### src/rtl/uart_rx.sv
// ---------------------------------------------------------------------------
// uart_rx : 8N1 UART receiver with a single-entry holding register.
//
// Optional feature macro: UART_RX_PARITY_EN
//   When it is defined, the frame carries one even-parity bit after the data
//   bits and the parity_err_o port is present. When it is undefined, the frame
//   is start + 8 data + stop and the port does not exist.
//
// Parameters
//   CLOCK        input clock frequency in Hz
//   BAUD_RATE    line bit rate
//   BAUD_COUNTER clocks per bit (minimum 4)
//
// Ports
//   clk_i         clock; all logic runs on the rising edge
//   rst_ni        synchronous active-low reset
//   rx_i          asynchronous serial line, idle high
//   rx_data_o     received byte, valid while rx_valid_o = 1
//   rx_valid_o    holding register full
//   rx_ready_i    consumer accepts the byte when rx_valid_o & rx_ready_i
//   frame_err_o   one-cycle pulse: stop bit sampled low
//   overrun_err_o one-cycle pulse: completed byte dropped, holding register full
//   parity_err_o  one-cycle pulse with byte completion on parity mismatch
//                 (UART_RX_PARITY_EN only)
// ---------------------------------------------------------------------------
module uart_rx #(
    parameter real CLOCK        = 100e6,
    parameter int  BAUD_RATE    = 20000000,
    parameter int  BAUD_COUNTER = $rtoi(CLOCK / BAUD_RATE)
) (
    input  logic       clk_i,
    input  logic       rst_ni,
    input  logic       rx_i,
    output logic [7:0] rx_data_o,
    output logic       rx_valid_o,
    input  logic       rx_ready_i,
    output logic       frame_err_o,
`ifdef UART_RX_PARITY_EN
    output logic       parity_err_o,
`endif
    output logic       overrun_err_o
);

    localparam int TW = $clog2(BAUD_COUNTER + 1);

    // Terminal counts: the start bit is resampled half a bit in, every later
    // bit one full bit period after the previous sample.
    localparam logic [TW-1:0] HALF_LAST = TW'(BAUD_COUNTER / 2 - 1);
    localparam logic [TW-1:0] BIT_LAST  = TW'(BAUD_COUNTER - 1);

`ifdef UART_RX_PARITY_EN
    typedef enum logic [2:0] {
        IDLE,
        START,
        DATA,
        PARITY,
        STOP,
        WAIT_IDLE
    } state_e;
`else
    typedef enum logic [2:0] {
        IDLE,
        START,
        DATA,
        STOP,
        WAIT_IDLE
    } state_e;
`endif

    state_e          state_q, state_d;
    logic [TW-1:0]   timer_q, timer_d;
    logic [2:0]      bit_q, bit_d;
    logic [7:0]      shift_q, shift_d;

    // Synchronizer pair plus one history flop for the falling-edge detect.
    logic            rx_meta_q, rx_sync_q, rx_prev_q;

    logic [7:0]      data_q, data_d;
    logic            valid_q, valid_d;
    logic            ferr_q, ferr_d;
    logic            ovr_q, ovr_d;
    logic            complete;

`ifdef UART_RX_PARITY_EN
    logic            par_bit_q, par_bit_d;
    logic            perr_q, perr_d;
`endif

    // -----------------------------------------------------------------------
    // Frame sequencing
    // -----------------------------------------------------------------------
    always_comb begin
        state_d  = state_q;
        timer_d  = timer_q;
        bit_d    = bit_q;
        shift_d  = shift_q;
        ferr_d   = 1'b0;
        complete = 1'b0;
`ifdef UART_RX_PARITY_EN
        par_bit_d = par_bit_q;
`endif

        case (state_q)
            IDLE: begin
                timer_d = '0;
                if (rx_prev_q && !rx_sync_q) begin
                    state_d = START;
                end
            end

            START: begin
                if (timer_q == HALF_LAST) begin
                    timer_d = '0;
                    if (rx_sync_q) begin
                        state_d = IDLE;          // glitch, not a real start bit
                    end else begin
                        state_d = DATA;
                        bit_d   = '0;
                    end
                end else begin
                    timer_d = timer_q + 1'b1;
                end
            end

            DATA: begin
                if (timer_q == BIT_LAST) begin
                    timer_d = '0;
                    shift_d = {rx_sync_q, shift_q[7:1]};   // LSB arrives first
                    bit_d   = bit_q + 3'd1;
                    if (bit_q == 3'd7) begin
`ifdef UART_RX_PARITY_EN
                        state_d = PARITY;
`else
                        state_d = STOP;
`endif
                    end
                end else begin
                    timer_d = timer_q + 1'b1;
                end
            end

`ifdef UART_RX_PARITY_EN
            PARITY: begin
                if (timer_q == BIT_LAST) begin
                    timer_d   = '0;
                    par_bit_d = rx_sync_q;
                    state_d   = STOP;
                end else begin
                    timer_d = timer_q + 1'b1;
                end
            end
`endif

            STOP: begin
                if (timer_q == BIT_LAST) begin
                    timer_d = '0;
                    if (rx_sync_q) begin
                        complete = 1'b1;
                        state_d  = IDLE;
                    end else begin
                        ferr_d  = 1'b1;
                        state_d = WAIT_IDLE;
                    end
                end else begin
                    timer_d = timer_q + 1'b1;
                end
            end

            WAIT_IDLE: begin
                timer_d = '0;
                if (rx_sync_q) begin
                    state_d = IDLE;
                end
            end

            default: begin
                state_d = IDLE;
                timer_d = '0;
            end
        endcase
    end

    // -----------------------------------------------------------------------
    // Holding register and handshake
    // -----------------------------------------------------------------------
    always_comb begin
        data_d  = data_q;
        valid_d = valid_q;
        ovr_d   = 1'b0;

        if (complete) begin
            // A completion coinciding with an accepting handshake replaces
            // the consumed byte without ever dropping rx_valid_o.
            if (!valid_q || rx_ready_i) begin
                data_d  = shift_q;
                valid_d = 1'b1;
            end else begin
                ovr_d = 1'b1;
            end
        end else if (valid_q && rx_ready_i) begin
            valid_d = 1'b0;
        end
    end

`ifdef UART_RX_PARITY_EN
    always_comb begin
        perr_d = complete && ((^shift_q) != par_bit_q);
    end
`endif

    // -----------------------------------------------------------------------
    // Registers
    // -----------------------------------------------------------------------
    always_ff @(posedge clk_i) begin
        if (!rst_ni) begin
            state_q   <= IDLE;
            timer_q   <= '0;
            bit_q     <= '0;
            shift_q   <= '0;
            rx_meta_q <= 1'b1;
            rx_sync_q <= 1'b1;
            rx_prev_q <= 1'b1;
            data_q    <= '0;
            valid_q   <= 1'b0;
            ferr_q    <= 1'b0;
            ovr_q     <= 1'b0;
`ifdef UART_RX_PARITY_EN
            par_bit_q <= 1'b0;
            perr_q    <= 1'b0;
`endif
        end else begin
            state_q   <= state_d;
            timer_q   <= timer_d;
            bit_q     <= bit_d;
            shift_q   <= shift_d;
            rx_meta_q <= rx_i;
            rx_sync_q <= rx_meta_q;
            rx_prev_q <= rx_sync_q;
            data_q    <= data_d;
            valid_q   <= valid_d;
            ferr_q    <= ferr_d;
            ovr_q     <= ovr_d;
`ifdef UART_RX_PARITY_EN
            par_bit_q <= par_bit_d;
            perr_q    <= perr_d;
`endif
        end
    end

    assign rx_data_o     = data_q;
    assign rx_valid_o    = valid_q;
    assign frame_err_o   = ferr_q;
    assign overrun_err_o = ovr_q;
`ifdef UART_RX_PARITY_EN
    assign parity_err_o  = perr_q;
`endif

endmodule

### config.mk
export PLATFORM = sky130hd
export DESIGN_NAME = uart_rx
export DESIGN_NICKNAME = d
export VERILOG_FILES = /design/src/rtl/uart_rx.sv
export SDC_FILE = /design/constraint.sdc
export NUM_CORES = 1
export LEC_CHECK = 0
export ABC_AREA = 0
export BUFFER_PORTS_ARGS = -buffer_cell sky130_fd_sc_hd__clkbuf_2
export CAP_MARGIN = 20
export CORE_AREA = 2 2 52 54
export CTS_CLUSTER_SIZE = 10
export DETAILED_ROUTE_END_ITERATION = 10
export DIE_AREA = 0 0 54 56
export GPL_ROUTABILITY_DRIVEN = 0
export PLACE_DENSITY = 0.78
export SKIP_LAST_GASP = 1
export SLEW_MARGIN = 10
export SYNTH_ARGS = -nofsm -noshare
export SYNTH_HDL_FRONTEND = slang
export SYNTH_SLANG_ARGS = --single-unit
export TNS_END_PERCENT = 50
### constraint.sdc
create_clock -name clk_i -period 2 [get_ports clk_i]
set_input_delay 0.1 -clock clk_i [delete_from_list [all_inputs] [get_ports clk_i]]
set_output_delay 0.1 -clock clk_i [all_outputs]
set_load 0.02 [all_outputs]
==> results of run 1 <==
[logic make-up after synthesis]
group,Yosys count
AO/OA/AOI/OAI,24
buffers and inverters,12
flip-flops,31
multiplexers,9
AND/OR/NAND/NOR,55
adder cells (fa/ha/maj),5
[flip-flops by register name, indices dropped and copies added, names as in the netlist]
| register | cells |
|---|---|
| state_q | 3 |
| bit_q | 3 |
| shift_q | 8 |
| overrun_err_o | 1 |
| rx_prev_q | 1 |
| rx_sync_q | 1 |
| rx_data_o | 8 |
| rx_meta_q | 1 |
| frame_err_o | 1 |
| rx_valid_o | 1 |
| timer_q | 3 |
[cell usage in the layout, fill, tap and decap left out]
cell type	instances
sky130_fd_sc_hd__a22oi_1	3
sky130_fd_sc_hd__clkbuf_4	5
sky130_fd_sc_hd__ha_1	5
sky130_fd_sc_hd__nand2b_1	5
sky130_fd_sc_hd__mux2i_1	9
sky130_fd_sc_hd__dlygate4sd3_1	1
sky130_fd_sc_hd__nor4b_2	1
sky130_fd_sc_hd__a211o_1	1
sky130_fd_sc_hd__nor2_1	4
sky130_fd_sc_hd__nand3_1	9
sky130_fd_sc_hd__nor4bb_1	1
sky130_fd_sc_hd__nor4_1	1
sky130_fd_sc_hd__dfxtp_1	31
sky130_fd_sc_hd__and3b_1	1
sky130_fd_sc_hd__clkbuf_2	14
sky130_fd_sc_hd__buf_4	3
sky130_fd_sc_hd__and2_1	3
sky130_fd_sc_hd__a21oi_1	5
sky130_fd_sc_hd__nor4_4	1
sky130_fd_sc_hd__a211oi_1	1
sky130_fd_sc_hd__nand2_1	11
sky130_fd_sc_hd__nor3b_1	1
sky130_fd_sc_hd__nor2b_1	13
sky130_fd_sc_hd__o21a_1	2
sky130_fd_sc_hd__nand4_2	1
sky130_fd_sc_hd__clkbuf_8	2
sky130_fd_sc_hd__nor3_1	2
sky130_fd_sc_hd__o21ai_0	8
sky130_fd_sc_hd__a2111oi_2	1
sky130_fd_sc_hd__o211ai_1	2
sky130_fd_sc_hd__inv_1	4
sky130_fd_sc_hd__clkbuf_1	1
sky130_fd_sc_hd__and3_1	1
sky130_fd_sc_hd__o31ai_1	1
[power groups by stage]
| stage | Sequential (uW) | Combinational, uW | Clock [uW] |
|---|---|---|---|
| 3_3_place_gp | 651 | 52.1 | 0 |
| 2_1_floorplan | 642 | 51.2 | 0 |
| 3_5_place_dp | 651 | 54.0 | 0 |
| 5_1_grt | 640 | 62.3 | 445 |
| 4_1_cts | 637 | 55.9 | 423 |
| 6_report | 637 | 55.2 | 411 |
[area by class of cell]
type	count	area (um^2)
clock buffer	8	68.8
sequential	31	621
multi-input combinational	93	639
fill	210	948
inverter	4	15.0
tap	30	37.5
timing repair buffer	18	103
[per-stage QoR]
| stage | worst slack, ns | instances |
|---|---|---|
| CTS | 0.334 | 184 |
| floorplan | 0.462 | 136 |
| detailed placement | 0.374 | 175 |
| global route | 0.271 | 184 |
| global placement | 0.425 | 175 |
| finish | 0.346 | 184 |
[worst max-delay path by stage]
| stage | from | end | slack [ns] | cells past startpoint |
|---|---|---|---|---|
| after floorplan | bit_q[0] | state_q[0] | 0.46 | 6 |
| after global placement | bit_q[0] | state_q[0] | 0.43 | 6 |
| after detailed placement | bit_q[0] | state_q[0] | 0.37 | 6 |
| after CTS | bit_q[0] | state_q[1] | 0.33 | 6 |
| after global routing | timer_q[0] | rx_data_o[0] | 0.27 | 7 |
| final | bit_q[0] | state_q[1] | 0.35 | 6 |
[per-layer routing]
metal	GRT usage	vias to the layer above	routed length, um
li1	-	505	-
met1	0.192	458	975
met2	0.240	23	1030
met3	0.0645	4	114
met4	0.0964	0	31
met5	0	-	0
==> impl_metrics.yaml, run 1 <==
global_route:
  grt_antenna_before_repair: 0
  gr-usage-all-layers: 0.162
  overflow: 0
  first_global_vias: 852
  grt_max_degree: 30
  grt_pass1_wl_um: 3510
layout:
  antenna_cells: 0
  final_layout_size_suffix_gt1_frac: 0.182
  finalCoreUtilization: 0.610
  fin_area_mm2: 0.00148
  num-nets-final: 162
  areaGrowthSynthToFinish_pct: 11.9
logic_synthesis:
  synth_top_family_by_area: "simple AND/OR/NAND/NOR gates"
  mappedNetlistArea_mm2: 0.00133
  synthCells: 136
  ys_dominant_reg_cell: "sky130_fd_sc_hd__dfxtp_1"
  synth.area.mux_share: 0.0679
  asyncSetResetFlopFracSynth: 0
  synth-seq-cells: 31
  synth_xor_xnor_area_share: 0
  yosysTopAreaCellShare: 0.468
  netlist_top_cells_area: "sky130_fd_sc_hd__dfxtp_1 (47%), sky130_fd_sc_hd__mux2i_1 (6.8%), sky130_fd_sc_hd__nor2b_1 (6.1%)"
  avgSynthCellArea_um2: 9.75
  post_synth_and_or_nand_nor_area_fraction: 0.249
  synth_compound_gate_area_share: 0.118
  syn_nets: 145
  synthDistinctLibCells: 32
  synth.most_common_cell: "sky130_fd_sc_hd__dfxtp_1"
  leading_area_contributor_after_synthesis: "sky130_fd_sc_hd__dfxtp_1"
  post_synth_fa_ha_maj_area_fraction: 0.0472
  ys.warnings.count: 0
  synth-edff-count: 0
  yosysSeqAreaShare: 0.468
  ys_top_cells_by_count: "sky130_fd_sc_hd__dfxtp_1 (31), sky130_fd_sc_hd__nor2b_1 (13), sky130_fd_sc_hd__nand2_1 (11)"
die:
  core_mm2: 0.00243
  initial_utilization: 0.545
  std_cell_rows: 18
  fp.dieArea_mm2: 0.00302
  floorplan.io_pins: 15
  die-height_um: 56
  die_width_um: 54
setup_path:
  kind_of_end_point_of_the_critical_path: "flop"
  timing.critical_path.mode_cell: "sky130_fd_sc_hd__ha_1"
  crit_slowest_cell: "sky130_fd_sc_hd__a2111oi_2"
  critical_path.top_delay_family: "compound AO/OA/AOI/OAI gates"
  slowest_delay_ns: 0.44
  critPathRequiredTime_ns: 2.24
  timing_worst_setup_path_type: "flop to flop"
  timing.critical_path.arrival_ns: 1.89
  worstSetupStartpointType: "flop"
  r2r_end: "state_q[1]"
  reg2reg_slack_ns: 0.35
  crit-reg2reg-launch: "bit_q[0]"
  path_max_fanout: 3
  crit_chain: "ha_1 -> ha_1 -> o21a_1 -> a2111oi_2 -> o211ai_1 -> o31ai_1"
  critPathBufInv: 0
  r2r.worst_path.cells: 6
drt:
  routed_via_density: 5.38
  post_dr_wirelength_cell_um: 11.7
  drt.antenna.violating_nets: 0
  remaining_drc_errors: 0
  routed_wirelength_um: 2150
  dr_total_vias: 990
  detailedRoute.firstPassIterationCount: 4
  detail_route.iter0.violations: 22
timing:
  fin_crit_ns: 1.65
  timing.setup.tns_ns: 0
  worst_pin_slew_ns: 0.479
  maxSlewHeadroom: 0.680
  max_freq_ghz: 0.605
  finalSetupViolations: 0
  timing_max_transition_violations_final: 0
  grt_setup_unrepaired: "no"
  final.period_utilization: 0.827
  hold_viol_final: 0
  worst_clock_skew_ns: 0.00901
  fin_worst_hold_slack_ns: 0.0148
clocking:
  cts_hold_buffers: 1
  tritoncts_clock_tree: "built"
  cts.repair_timing.setup_buffer_count: 0
  clock_sink_count: 31
  cts_htree_levels: 2
  post_cts.resized_instances: 0
  root_buffer: "sky130_fd_sc_hd__clkbuf_4"
  cts_made_buffers: 5
  worst_skew_pair.late_latency_ns: 0.33
  cts.clk_slew.worst_paths_ns: 0.09
  clk_path_buf_depth: 2
min_path:
  worstHoldStart: "rst_ni"
  min_path_type: "input port to flop"
  worst_hold_path.num_cells: 2
  min_to: "rx_meta_q"
power:
  switching_part_of_the_total_power: 0.223
  clockPowerShare: 0.372
  worst_ir_drop_vdd_mv: 0.546
  power_frac_comb: 0.050
  p_leak_uw: 0.000556
  power_per_cell_area_mw_per_mm2: 744
  power_uw: 1100
  switching_power_uw: 246
  seq_power_share: 0.578
  p_int_uw: 857
run:
  cap_viol_max_count: 0
placed_design:
  dp_hpwl_um: 1540
  place.port_buffers: 14
  placement.cell_area_mm2: 0.00141
status:
  outcome: "finished, final reports clean"
Power figures use the tool's default switching activity.
==> inputs of run 2 (changes only) <==
==> constraint.sdc (replaced) <==
create_clock -name clk_i -period 1.65 [get_ports clk_i]
set_input_delay 0.0825 -clock clk_i [delete_from_list [all_inputs] [get_ports clk_i]]
set_output_delay 0.0825 -clock clk_i [all_outputs]
set_load 0.02 [all_outputs]
==> run 2 against run 1 <==
  * Sequential share of layout area decreased by 1.7 points
  * Clock power increased by 21%
  * Count of clock-buffer cells in the layout unchanged
  * Cell area increased by 4.2%
  * Worst hold slack improved by 0.091 ns
  * Global-route usage increased by 1.3 points
  * Via count increased by 1.6%
  * Register-to-register slack got worse by 0.23 ns
  * Critical endpoint is now bit_q[2]
  * Largest power group unchanged
  * Highest routed layer unchanged
==> impl_metrics.yaml, run 2 (synthesized netlist as in run 1, its figures left out) <==
status:
  outcome: "finished, final reports clean"
layout:
  final_cell_mix: "sky130_fd_sc_hd__dfxtp_1 (31), sky130_fd_sc_hd__clkbuf_2 (14), sky130_fd_sc_hd__nor2b_1 (13)"
  num-nets-final: 167
  most_common_cell_after_layout_fill_and_taps_aside: "sky130_fd_sc_hd__dfxtp_1"
  final_layout_size_suffix_gt1_frac: 0.208
  fillers: 203
  multi_input_gate_area_um2: 659
  antenna_cells: 0
  finalCoreUtilization: 0.636
  fin_area_mm2: 0.00155
  areaGrowthSynthToFinish_pct: 16.6
  final-seq-area_um2: 621
clocking:
  root_buffer: "sky130_fd_sc_hd__clkbuf_4"
  worst_skew_pair.late_latency_ns: 0.34
  cts.clk_slew.worst_paths_ns: 0.09
  tritoncts_clock_tree: "built"
  clock_sink_count: 31
  cts_made_buffers: 5
  cts_htree_levels: 2
  cts.repair_timing.setup_buffer_count: 0
  clk_path_buf_depth: 2
setup_path:
  timing.critical_path.arrival_ns: 1.76
  path_max_fanout: 6
  timing_worst_setup_path_type: "flop to flop"
  critPathRequiredTime_ns: 1.88
  worstSetupStartpointType: "flop"
  kind_of_end_point_of_the_critical_path: "flop"
timing:
  final.period_utilization: 0.931
  worst_pin_slew_ns: 0.401
  worst_clock_skew_ns: 0.00896
  hold_viol_final: 0
  timing_max_transition_violations_final: 0
  finalSetupViolations: 0
  max_freq_ghz: 0.651
  maxSlewHeadroom: 0.732
  grt_setup_unrepaired: "yes"
  fin_crit_ns: 1.54
drt:
  routed_wirelength_um: 2360
  detail_route.iter0.violations: 14
  dr_total_vias: 1006
  post_dr_wirelength_cell_um: 12.5
  routed_via_density: 5.32
  detailedRoute.firstPassIterationCount: 4
  remaining_drc_errors: 0
  drt.antenna.violating_nets: 0
die:
  core_mm2: 0.00243
  initial_utilization: 0.545
  std_cell_rows: 18
  die-height_um: 56
  floorplan.io_pins: 15
  fp.dieArea_mm2: 0.00302
  die_width_um: 54
global_route:
  grt_antenna_before_repair: 0
  first_global_vias: 939
  grt_pass1_wl_um: 3840
  overflow: 0
  grt_max_degree: 30
  gr-usage-all-layers: 0.175
placed_design:
  dp_hpwl_um: 1660
  place.port_buffers: 14
  placement.cell_area_mm2: 0.00143
power:
  p_leak_uw: 0.000582
  power_uw: 1350
  power_per_cell_area_mw_per_mm2: 874
  worst_ir_drop_vdd_mv: 0.800
run:
  cap_viol_max_count: 0
min_path:
  min_path_type: "input port to flop"
run 2: cell count changes in the layout (fill, tap and decap cells not counted):
cell,change
sky130_fd_sc_hd__a2111oi_2,-1
sky130_fd_sc_hd__ha_2,+1
sky130_fd_sc_hd__a22oi_2,+1
sky130_fd_sc_hd__buf_4,+3
sky130_fd_sc_hd__a2111oi_4,+1
sky130_fd_sc_hd__a22oi_1,-1
sky130_fd_sc_hd__ha_1,-1
sky130_fd_sc_hd__dlygate4sd3_1,+2
run 2: path summary, 6_finish.rpt:
path	depth (start not counted)	startpoint	endpoint	slack, ns
worst max-delay path	7	timer_q[0]	bit_q[2]	0.11
worst min register to register	1	rx_meta_q	rx_sync_q	0.43
worst min-delay path	3	rx_ready_i	overrun_err_o	0.11
worst max register to register	7	timer_q[0]	bit_q[2]	0.11
run 2: what timing repair did:
action / 4_1_cts / 5_1_grt
hold endpoints to repair: 2 / 0
hold buffers: 3 / 0
endpoints found under the setup margin: 2 / 19
pin swaps: 0 / 1
gates resized for setup: 1 / 2
cloned: 0 / 0
run 2: metrics by stage:
stage	setup WS, ns	hold WS, ns	TNS [ns]	cells
final	0.113	0.105	0	189
after CTS	0.0252	0.102	0	189
after global routing	-0.0133	0.112	-0.0133	189
after detailed placement	-0.00305	0.268	-0.00305	178
after floorplan	0.112	0.156	0	136
after global placement	0.0781	0.267	0	178
run 2: critical path, cell delays in order, from the launching register on:
cell and delay, ns:
sky130_fd_sc_hd__dfxtp_1 0.36, sky130_fd_sc_hd__inv_1 0.07, sky130_fd_sc_hd__ha_2 0.23, sky130_fd_sc_hd__and3b_1 0.21, sky130_fd_sc_hd__and2_1 0.15, sky130_fd_sc_hd__buf_4 0.16, sky130_fd_sc_hd__a22oi_1 0.20, sky130_fd_sc_hd__nor2b_1 0.06
run 2: where the power goes:
part	switching (uW)	total [uW]	internal, uW
logic	38.2	78.7	40.6
clock network	248	498	250
registers	17.4	774	757
run 2: final cells by class:
cell class,count,area share
Timing Repair Buffer,23,0.0939
Multi-Input combinational cell,93,0.426
Sequential cell,31,0.401
Inverter,4,0.00971
Clock buffer,8,0.0445
Tap cell,30,0.0243
run 2: layer usage:
| layer | GRT usage | share of wire | vias to the layer above |
|---|---|---|---|
| met5 | 0 | 0 | - |
| met4 | 0.0893 | 0.023 | 0 |
| met3 | 0.0833 | 0.045 | 6 |
| met2 | 0.277 | 0.48 | 15 |
| met1 | 0.189 | 0.45 | 472 |
| li1 | - | - | 513 |
==> inputs of run 3 (changes only) <==
--- a/config.mk
+++ b/config.mk
@@ -8,12 +8,14 @@
 export ABC_AREA = 0
 export BUFFER_PORTS_ARGS = -buffer_cell sky130_fd_sc_hd__clkbuf_2
 export CAP_MARGIN = 20
-export CORE_AREA = 2 2 52 54
+export CELL_PAD_IN_SITES_DETAIL_PLACEMENT = 1
+export CELL_PAD_IN_SITES_GLOBAL_PLACEMENT = 1
+export CORE_AREA = 2 2 59 61
 export CTS_CLUSTER_SIZE = 10
 export DETAILED_ROUTE_END_ITERATION = 10
-export DIE_AREA = 0 0 54 56
+export DIE_AREA = 0 0 61 63
 export GPL_ROUTABILITY_DRIVEN = 0
-export PLACE_DENSITY = 0.78
+export PLACE_DENSITY = 0.77
 export SKIP_LAST_GASP = 1
 export SLEW_MARGIN = 10
 export SYNTH_ARGS = -nofsm -noshare
==> run 3 against run 2 <==
  * Global-route usage is 1.9 points lower
  * Clock power is 22% higher
  * Sequential power hardly changed
  * Critical path type unchanged
  * Highest routed layer unchanged
==> impl_metrics.yaml, run 3 (synthesized netlist as in run 1, its figures left out) <==
layout:
  finalCoreUtilization: 0.488
  most_common_cell_after_layout_fill_and_taps_aside: "sky130_fd_sc_hd__dfxtp_1"
  final_cell_mix: "sky130_fd_sc_hd__dfxtp_1 (30), sky130_fd_sc_hd__clkbuf_2 (14), sky130_fd_sc_hd__nor2b_1 (13)"
  areaGrowthSynthToFinish_pct: 18.9
  num-nets-final: 165
  antenna_cells: 0
  number_of_standard_cells_in_the_layout_taps_in_and_fillers_out: 203
  final_layout_size_suffix_gt1_frac: 0.217
die:
  core_mm2: 0.00323
  initial_utilization: 0.410
  floorplan.io_pins: 15
  die_width_um: 61
  std_cell_rows: 21
  fp.dieArea_mm2: 0.00384
  die-height_um: 63
timing:
  worst_clock_skew_ns: 0.00413
  fin_crit_ns: 1.55
  hold_viol_final: 0
  finalSetupViolations: 0
  timing_max_transition_violations_final: 0
  final.period_utilization: 0.942
  worst_pin_slew_ns: 0.367
  maxSlewHeadroom: 0.755
  max_freq_ghz: 0.643
  timing.setup.tns_ns: 0
  fin_worst_hold_slack_ns: 0.0768
  grt_setup_unrepaired: "yes"
global_route:
  grt_pass1_wl_um: 4400
  first_global_vias: 1026
  gr-usage-all-layers: 0.156
  grt_max_degree: 29
  overflow: 0
  grt_antenna_before_repair: 0
min_path:
  worst_hold_path.num_cells: 2
  worstHoldStart: "rst_ni"
  min_to: "rx_prev_q"
  min_path_type: "input port to flop"
placed_design:
  placed_cells: 194
  place.port_buffers: 14
  dp_hpwl_um: 1850
setup_path:
  critical_path.top_delay_family: "simple AND/OR/NAND/NOR gates"
  r2r.worst_path.cells: 7
  critPathRequiredTime_ns: 1.87
  critPathBufInv: 2
  crit_slowest_cell: "sky130_fd_sc_hd__dfxtp_1"
  slowest_delay_ns: 0.37
  crit-reg2reg-launch: "timer_q[0]"
  path_max_fanout: 11
  kind_of_end_point_of_the_critical_path: "flop"
  timing_worst_setup_path_type: "flop to flop"
  crit_chain: "inv_1 -> ha_2 -> and3b_1 -> and2_1 -> buf_12 -> a22oi_1 -> nor2b_1"
  r2r_end: "bit_q[1]"
  worstSetupStartpointType: "flop"
  reg2reg_slack_ns: 0.1
  timing.critical_path.arrival_ns: 1.77
clocking:
  clk_path_buf_depth: 2
  root_buffer: "sky130_fd_sc_hd__clkbuf_4"
  clock_sink_count: 31
  cts_htree_levels: 2
  cts_made_buffers: 5
  tritoncts_clock_tree: "built"
  cts.repair_timing.setup_buffer_count: 0
  worst_skew_pair.late_latency_ns: 0.32
  cts.clk_slew.worst_paths_ns: 0.09
power:
  worst_ir_drop_vdd_mv: 0.508
  power_per_cell_area_mw_per_mm2: 929
  p_leak_uw: 0.000587
drt:
  routed_wirelength_um: 2630
  drt.antenna.violating_nets: 0
  detail_route.iter0.violations: 24
  dr_total_vias: 1007
  detailedRoute.firstPassIterationCount: 3
  remaining_drc_errors: 0
  post_dr_wirelength_cell_um: 12.9
  routed_via_density: 4.96
run:
  cap_viol_max_count: 0
status:
  outcome: "finished, final reports clean"
## run 3: cell count changes in the layout (fill, tap and decap cells not counted)
cell                            change
sky130_fd_sc_hd__clkbuf_8           -1
sky130_fd_sc_hd__dfxtp_2            +1
sky130_fd_sc_hd__dfxtp_1            -1
sky130_fd_sc_hd__buf_4              -2
sky130_fd_sc_hd__buf_12             +1
sky130_fd_sc_hd__dlygate4sd3_1      -2
sky130_fd_sc_hd__clkbuf_1           -1
sky130_fd_sc_hd__clkinv_2           +1
sky130_fd_sc_hd__buf_6              +1
sky130_fd_sc_hd__a22oi_2            -1
sky130_fd_sc_hd__a22oi_1            +1
sky130_fd_sc_hd__bufinv_16          +1
## run 3: metrics by stage
stage | power [uW] | setup slack, ns | instance area, um^2
after floorplan | 840 | 0.112 | 1330
after global placement | 857 | 0.0646 | 1460
after detailed placement | 862 | -0.0473 | 1460
after CTS | 1480 | 0.0236 | 1570
after global routing | 1540 | -0.0107 | 1580
final | 1460 | 0.0958 | 1580
## run 3: per-layer routing
metal  global-route usage  vias to the layer above  routed length (um)
li1                     -                      513                   -
met1                0.166                      475                1120
met2                0.261                       15                1370
met3               0.0559                        4                 101
met4               0.0815                        0                  42
met5                    0                        -                   0
## run 3: cell type report
type	count	area, um^2
timing repair buffer	21	141
tap	46	57.6
multi-input combinational	93	654
inverter	4	15.0
sequential	31	622
clock inverter	2	35.0
fill	400	1660
clock buffer	6	51.3
## run 3: worst max path at each step
stage | from | to | slack (ns) | cells after the start
after floorplan | bit_q[0] | state_q[0] | 0.11 | 6
after global placement | bit_q[0] | state_q[0] | 0.06 | 6
after detailed placement | bit_q[0] | state_q[0] | -0.05 | 6
after CTS | bit_q[0] | state_q[0] | 0.02 | 6
after global routing | timer_q[0] | rx_data_o[6] | -0.01 | 7
final | timer_q[0] | bit_q[1] | 0.1 | 7
## run 3: power breakdown
group | switching (uW) | internal, uW | total [uW]
sequential | 17.8 | 758 | 776
combinational | 39.3 | 40.1 | 79.4
clock | 251 | 358 | 609
## run 3: what timing repair did
action	CTS	global route
endpoints found under the setup margin	2	15
endpoints found under the hold margin	1	0
hold buffers	1	0
pin swaps	0	1
resized for setup	1	3
